### src/rtl/alu_pkg.sv
// Shared definitions for the sequential ALU: operation encodings, FSM states
// and the default datapath width.
package alu_pkg;

  localparam int XLEN_DEF = 32;

  typedef enum logic [4:0] {
    OP_ADD    = 5'h00,
    OP_SUB    = 5'h01,
    OP_SLL    = 5'h02,
    OP_SLT    = 5'h03,
    OP_SLTU   = 5'h04,
    OP_XOR    = 5'h05,
    OP_SRL    = 5'h06,
    OP_SRA    = 5'h07,
    OP_OR     = 5'h08,
    OP_AND    = 5'h09,
    OP_PASS   = 5'h0A,
    OP_MUL    = 5'h10,
    OP_MULH   = 5'h11,
    OP_MULHSU = 5'h12,
    OP_MULHU  = 5'h13,
    OP_DIV    = 5'h14,
    OP_DIVU   = 5'h15,
    OP_REM    = 5'h16,
    OP_REMU   = 5'h17
  } alu_op_e;

  typedef enum logic [1:0] {
    ST_IDLE,
    ST_MUL,
    ST_DIV
  } alu_state_e;

  // 0x10..0x17 are the iterative multiply/divide operations
  function automatic logic is_muldiv(input logic [4:0] opsel);
    return opsel[4] & ~opsel[3];
  endfunction

endpackage

### src/rtl/alu_muldiv_iter.sv
// Iterative multiply/divide engine: one bit per cycle over operand magnitudes,
// sign correction applied combinationally to the final iteration.
module alu_muldiv_iter
  import alu_pkg::*;
#(
  parameter int XLEN = XLEN_DEF
) (
  input  logic            clk,
  input  logic            rst_n,
  input  logic            start,
  input  logic            kill,
  input  logic [2:0]      op,
  input  logic [XLEN-1:0] op1,
  input  logic [XLEN-1:0] op2,
  output logic            done,
  output logic [XLEN-1:0] result
);

  localparam int CW = $clog2(XLEN);

  logic              active, is_div, neg_res, neg_rem, div0;
  logic [1:0]        fn;
  logic [CW-1:0]     cnt;
  logic [2*XLEN-1:0] prod, step, prod_fix;
  logic [XLEN-1:0]   mcand, mag1, mag2, r_new, quo, rem;
  logic [XLEN:0]     sum, r_shift;
  logic              a_s, b_s, a_neg, b_neg, ge;

  always_comb begin
    if (op[2]) begin
      a_s = ~op[0];
      b_s = ~op[0];
    end else begin
      a_s = op[0] ^ op[1];
      b_s = op[0] & ~op[1];
    end
    a_neg = a_s & op1[XLEN-1];
    b_neg = b_s & op2[XLEN-1];
    mag1  = a_neg ? -op1 : op1;
    mag2  = b_neg ? -op2 : op2;
  end

  // prod holds {accumulator, multiplier} for MUL and {remainder, dividend} for DIV
  always_comb begin
    sum     = {1'b0, prod[2*XLEN-1:XLEN]} + (prod[0] ? {1'b0, mcand} : '0);
    r_shift = prod[2*XLEN-1:XLEN-1];
    ge      = r_shift >= {1'b0, mcand};
    r_new   = ge ? XLEN'(r_shift - {1'b0, mcand}) : r_shift[XLEN-1:0];
    step    = is_div ? {r_new, prod[XLEN-2:0], ge} : {sum, prod[XLEN-1:1]};
  end

  always_comb begin
    prod_fix = neg_res ? -step : step;
    quo      = step[XLEN-1:0];
    rem      = step[2*XLEN-1:XLEN];
    if (is_div) begin
      if (fn[1])     result = neg_rem ? -rem : rem;
      else if (div0) result = '1;
      else           result = neg_res ? -quo : quo;
    end else begin
      result = (fn == 2'b00) ? prod_fix[XLEN-1:0] : prod_fix[2*XLEN-1:XLEN];
    end
  end

  assign done = active & (cnt == CW'(XLEN - 1));

  always_ff @(posedge clk or negedge rst_n) begin
    if (!rst_n) begin
      active  <= 1'b0;
      is_div  <= 1'b0;
      neg_res <= 1'b0;
      neg_rem <= 1'b0;
      div0    <= 1'b0;
      fn      <= '0;
      cnt     <= '0;
      prod    <= '0;
      mcand   <= '0;
    end else if (start) begin
      active  <= 1'b1;
      is_div  <= op[2];
      fn      <= op[1:0];
      neg_res <= a_neg ^ b_neg;
      neg_rem <= a_neg;
      div0    <= (op2 == '0);
      cnt     <= '0;
      prod    <= {{XLEN{1'b0}}, mag1};
      mcand   <= mag2;
    end else if (active) begin
      if (kill) begin
        active <= 1'b0;
      end else begin
        prod <= step;
        cnt  <= cnt + 1'b1;
        if (done) active <= 1'b0;
      end
    end
  end

endmodule

### src/rtl/alu_seq.sv
// Sequential ALU: single-cycle base ops, iterative multiply/divide, with a
// valid/ready request handshake and registered result.
module alu_seq
  import alu_pkg::*;
#(
  parameter  int XLEN = XLEN_DEF,
  localparam int SHW  = $clog2(XLEN)
) (
  input  logic            i_clk,
  input  logic            i_rst_n,
  input  logic            i_valid,
  output logic            o_ready,
  input  logic [4:0]      i_opsel,
  input  logic [XLEN-1:0] i_op1,
  input  logic [XLEN-1:0] i_op2,
  input  logic            i_kill,
  output logic            o_valid,
  output logic [XLEN-1:0] o_result,
  output logic            o_zero
);

  alu_state_e      state, state_nxt;
  logic            accept, md_op, md_start, md_done;
  logic [XLEN-1:0] base_res, md_res;

  assign o_ready  = (state == ST_IDLE);
  assign accept   = i_valid & o_ready;
  assign md_op    = is_muldiv(i_opsel);
  assign md_start = accept & md_op;

  always_comb begin
    base_res = '0;
    case (i_opsel)
      OP_ADD:  base_res = i_op1 + i_op2;
      OP_SUB:  base_res = i_op1 - i_op2;
      OP_SLL:  base_res = i_op1 << i_op2[SHW-1:0];
      OP_SLT:  base_res = {{(XLEN-1){1'b0}}, ($signed(i_op1) < $signed(i_op2))};
      OP_SLTU: base_res = {{(XLEN-1){1'b0}}, (i_op1 < i_op2)};
      OP_XOR:  base_res = i_op1 ^ i_op2;
      OP_SRL:  base_res = i_op1 >> i_op2[SHW-1:0];
      OP_SRA:  base_res = $signed(i_op1) >>> i_op2[SHW-1:0];
      OP_OR:   base_res = i_op1 | i_op2;
      OP_AND:  base_res = i_op1 & i_op2;
      OP_PASS: base_res = i_op2;
      default: base_res = '0;
    endcase
  end

  always_comb begin
    state_nxt = state;
    case (state)
      ST_IDLE:        if (md_start) state_nxt = i_opsel[2] ? ST_DIV : ST_MUL;
      ST_MUL, ST_DIV: if (i_kill || md_done) state_nxt = ST_IDLE;
      default:        state_nxt = ST_IDLE;
    endcase
  end

  always_ff @(posedge i_clk or negedge i_rst_n) begin
    if (!i_rst_n) state <= ST_IDLE;
    else          state <= state_nxt;
  end

  alu_muldiv_iter #(.XLEN(XLEN)) u_muldiv (
    .clk    (i_clk),
    .rst_n  (i_rst_n),
    .start  (md_start),
    .kill   (i_kill),
    .op     (i_opsel[2:0]),
    .op1    (i_op1),
    .op2    (i_op2),
    .done   (md_done),
    .result (md_res)
  );

  // Kill on the completion cycle suppresses the result
  always_ff @(posedge i_clk or negedge i_rst_n) begin
    if (!i_rst_n) begin
      o_valid  <= 1'b0;
      o_result <= '0;
      o_zero   <= 1'b1;
    end else if (accept && !md_op) begin
      o_valid  <= 1'b1;
      o_result <= base_res;
      o_zero   <= (base_res == '0);
    end else if (md_done && !i_kill) begin
      o_valid  <= 1'b1;
      o_result <= md_res;
      o_zero   <= (md_res == '0);
    end else begin
      o_valid  <= 1'b0;
    end
  end

endmodule

### config.mk
export PLATFORM = sky130hd
export DESIGN_NAME = alu_seq
export DESIGN_NICKNAME = d
export VERILOG_FILES = /design/src/rtl/alu_pkg.sv /design/src/rtl/alu_muldiv_iter.sv /design/src/rtl/alu_seq.sv
export SDC_FILE = /design/constraint.sdc
export NUM_CORES = 1
export LEC_CHECK = 0
export BUFFER_PORTS_ARGS = -buffer_cell sky130_fd_sc_hd__buf_2
export CAP_MARGIN = 20
export CELL_PAD_IN_SITES_DETAIL_PLACEMENT = 1
export CELL_PAD_IN_SITES_GLOBAL_PLACEMENT = 2
export CORE_MARGIN = 3
export CORE_UTILIZATION = 41
export CTS_CLUSTER_DIAMETER = 150
export CTS_CLUSTER_SIZE = 16
export DETAILED_ROUTE_END_ITERATION = 8
export PLACE_DENSITY = 0.89
export SETUP_SLACK_MARGIN = 0.4
export SLEW_MARGIN = 30
export SYNTH_ARGS = -nofsm -noshare
export SYNTH_HDL_FRONTEND = slang
export SYNTH_SLANG_ARGS = --single-unit
### constraint.sdc
create_clock -name i_clk -period 12 [get_ports i_clk]
set_clock_uncertainty 0.05 [all_clocks]
set_input_delay 0 -clock i_clk [delete_from_list [all_inputs] [get_ports i_clk]]
set_output_delay 0 -clock i_clk [all_outputs]
set_load 0.005 [all_outputs]
==> impl_metrics.py <==
metrics = {
    "place": {
        "gp_congestion": 1.006,
        "place_area_um2": 26420,
        "dp_hpwl_um": 106300,
        "io_buffers": 107,
    },
    "synthesis": {
        "ys_types": 112,
        "synth.most_common_cell": "nand2_1",
        "synth_edf_count": 0,
        "syn_inst": 3467,
        "syn_avg_cell_area_um2": 7.306,
        "synthTopCellsByArea": "dfrtp_1 (14%), ha_1 (8.5%), mux4_2 (6.0%), o21ai_0 (5.7%), nand2_1 (5.2%)",
        "yosys.area.top_type": "dfrtp_1",
        "syn_nets": 3716,
        "yosysTopAreaCellShare_pct": 14.13,
        "synth.top_cells.by_count": "nand2_1 (349), nor2_1 (339), o21ai_0 (291)",
        "synth_area_um2": 25330,
        "ys.flop_type": "dfrtp_1",
        "synthArstFlopShare_pct": 100.0,
        "ys_ff_latch": 144,
        "yosysSeqAreaShare_pct": 14.23,
        "ys_warn_count": 0,
    },
    "sta": {
        "holdWs_ps": 14.37,
        "finalSetupTns_ps": 0,
        "relSlewSlack_pct": 26.95,
        "grt_setup_unrepaired": "no",
        "fin_crit_sh_pct": 58.29,
        "post-route-min-period_ps": 6995,
        "clock.fmax_mhz": 143.0,
        "finalHoldViolCount": 0,
        "max_slew.worst_pin.slew_ps": 1086,
        "report.final.slew_viol_count": 0,
        "finalSetupViolCount": 0,
    },
    "setup_path": {
        "worstPathArrival_ps": 7360,
        "r2r_slack_ps": 5010,
        "rr_worst_depth": 18,
        "required_ps": 12360,
        "r2r_start": "u_muldiv.is_div",
        "cp_common_cell": "buf_4",
        "cp.depth": 18,
        "worstSetupPathType": "reg2reg",
        "worstPathCellList": "buf_4, buf_4, inv_1, buf_4, a211oi_4, a21o_1, ha_1, o2111ai_1, or4_1, or2_2, or2_2, or2_1, o21ai_2, xnor2_1, a221o_1, or4_1, nor4_1, a21o_1",
        "r2r_end": "o_zero",
        "cp-end-kind": "flop",
        "crit_family": "simple AND/OR/NAND/NOR gates",
        "critPathMaxFanout": 44,
        "worst_path_max_delay_cell": "dfrtp_4",
        "cp.buffers_inverters": 4,
        "crit_start": "u_muldiv.is_div",
        "worst_setup_path_start_kind": "flop",
        "setup.worst_path.end": "o_zero",
        "max_stage_delay_ps": 720,
    },
    "clock_tree": {
        "cts_setup_buffers": 0,
        "root_buffer": "clkbuf_16",
        "cts_resized": 0,
        "hold_buffers": 12,
        "insertion_delay_ps": 470,
        "cts.sink_count": 144,
        "htreeDepth": 4,
        "cts_buffer_depth": 2,
        "clk_pin_slew_ps": 70,
        "cts_inserted_buffers": 17,
        "cts_tree": "done",
    },
    "worst_hold_path": {
        "hold_path_class": "in2reg",
    },
    "die": {
        "die_h_um": 254.6,
        "die-area_um2": 64800,
        "start_util_pct": 41.73,
        "ios": 108,
        "fp.dieW_um": 254.6,
        "core_region_area_um2": 60700,
        "row_count": 90,
    },
    "routing": {
        "ant_nets": 0,
        "vias": 29580,
        "avgViaCountPerCell": 7.022,
        "wire_per_inst_um": 32.39,
        "drt_wl_total_um": 136400,
        "dr.pass1.iters": 6,
        "drc": 0,
        "drtIter0Drc": 2880,
    },
    "global_routing": {
        "grt_overflow_total": 0,
        "grt_pass1_vias": 29610,
        "grt_usage_pct": 41.19,
        "grt_pass1_wl_um": 199900,
        "grt_max_degree": 88,
        "antenna_found_initial": 8,
    },
    "outcome": {
        "outcome": "finished, final reports clean",
    },
    "pwr": {
        "peakVddDrop_mv": 0.1676,
        "p_leak_nw": 11.08,
        "p_per_area_nw_per_um2": 296.1,
    },
    "cells_and_area": {
        "final_cell_area_um2": 27170,
        "nets": 3662,
        "final_layout_size_suffix_gt1_share_pct": 11.30,
        "syn_to_final_growth_pct": 7.262,
    },
    "flow_run": {
        "max_cap_viol_count": 0,
    },
}
state kept, by name, indices dropped and copies added (netlist names), 2 cells and up:
name and count:
o_result 32, state 2, u_muldiv.cnt 5, u_muldiv.fn 2, u_muldiv.mcand 32, u_muldiv.prod 64
worst register-to-register path: cells and delay by family, from the launching register on:
kind                       cells  cell delay [ps]
buffers and inverters          4             1490
xor gates and xnor gates       1              100
AOI/OAI and AO/OA              6             1730
and+or+nand+nor                6             2650
adders and majority gates      1              220
DFF                            1              720
metrics by stage:
step                std cells  util (%)  worst slack [ps]  power, W
detailed placement       4164     43.53              5196  0.007202
floorplan                3467         -              6276  0.004992
finish                   4212     44.76              5005  0.008043
CTS                      4208     44.71              5158  0.007821
global placement         4162     43.48              5350  0.007042
global route             4208     44.75              4791  0.008459
layout by cell type (no fill, tap or decap), drive strengths merged, types with 70 or more instances in the layout:
cell and count:
nand2 349, nor2 339, o21ai 303, a21oi 228, inv 189, ha 172
buf 171, dfrtp 143, xnor2 125, o211ai 89, nor3 89, mux2i 80
nand3 79, a211oi 70
cell type report:
class                           instances  area, um^2
Fill cell                            7613       33530
Multi-Input combinational cell       2886       20150
Sequential cell                       144        3610
Timing Repair Buffer                  183        1146
Tap cell                              782       978.4
Inverter                              181       679.4
Clock buffer                           18       439.2
Clock inverter                         14       160.2
Antenna cell                            4       10.01
how the worst min path moves through the flow:
| stage | slack, ps | cells past startpoint | end | from |
|---|---|---|---|---|
| finish | 10 | 3 | u_muldiv.prod[9] | i_op1[9] |
| global route | 60 | 3 | u_muldiv.mcand[28] | i_op2[28] |
| CTS | 3 | 3 | u_muldiv.prod[9] | i_op1[9] |
| detailed placement | 70 | 1 | u_muldiv.cnt[3] | i_rst_n |
| global placement | 70 | 1 | u_muldiv.cnt[3] | i_rst_n |
| floorplan | -350 | 0 | o_result[0] | i_rst_n |
power by group:
group          total, W  leakage [nW]  internal, W  switching [W]
logic           0.00643          9.00      0.00212        0.00431
clock network  0.000569         0.293     0.000302       0.000267
registers       0.00104          1.80     0.000710       0.000331
logic make-up after synthesis:
family                   synth area share (%)
AO/OA/AOI/OAI                           31.83
XOR/XNOR                                5.463
flip-flops                              14.23
adder cells (fa/ha/maj)                 8.812
multiplexers                            10.38
buffers and inverters                   6.817
AND/OR/NAND/NOR                         22.47
per-layer routing:
metal	global-route usage [%]	wire (um)	up-vias
met1	48.72	50990	14840
li1	-	-	12840
met2	68.94	64200	1482
met5	0	43	-
met3	6.914	10770	406
met4	27.41	10420	6
Note: power is estimated with default switching activity, not from simulation.
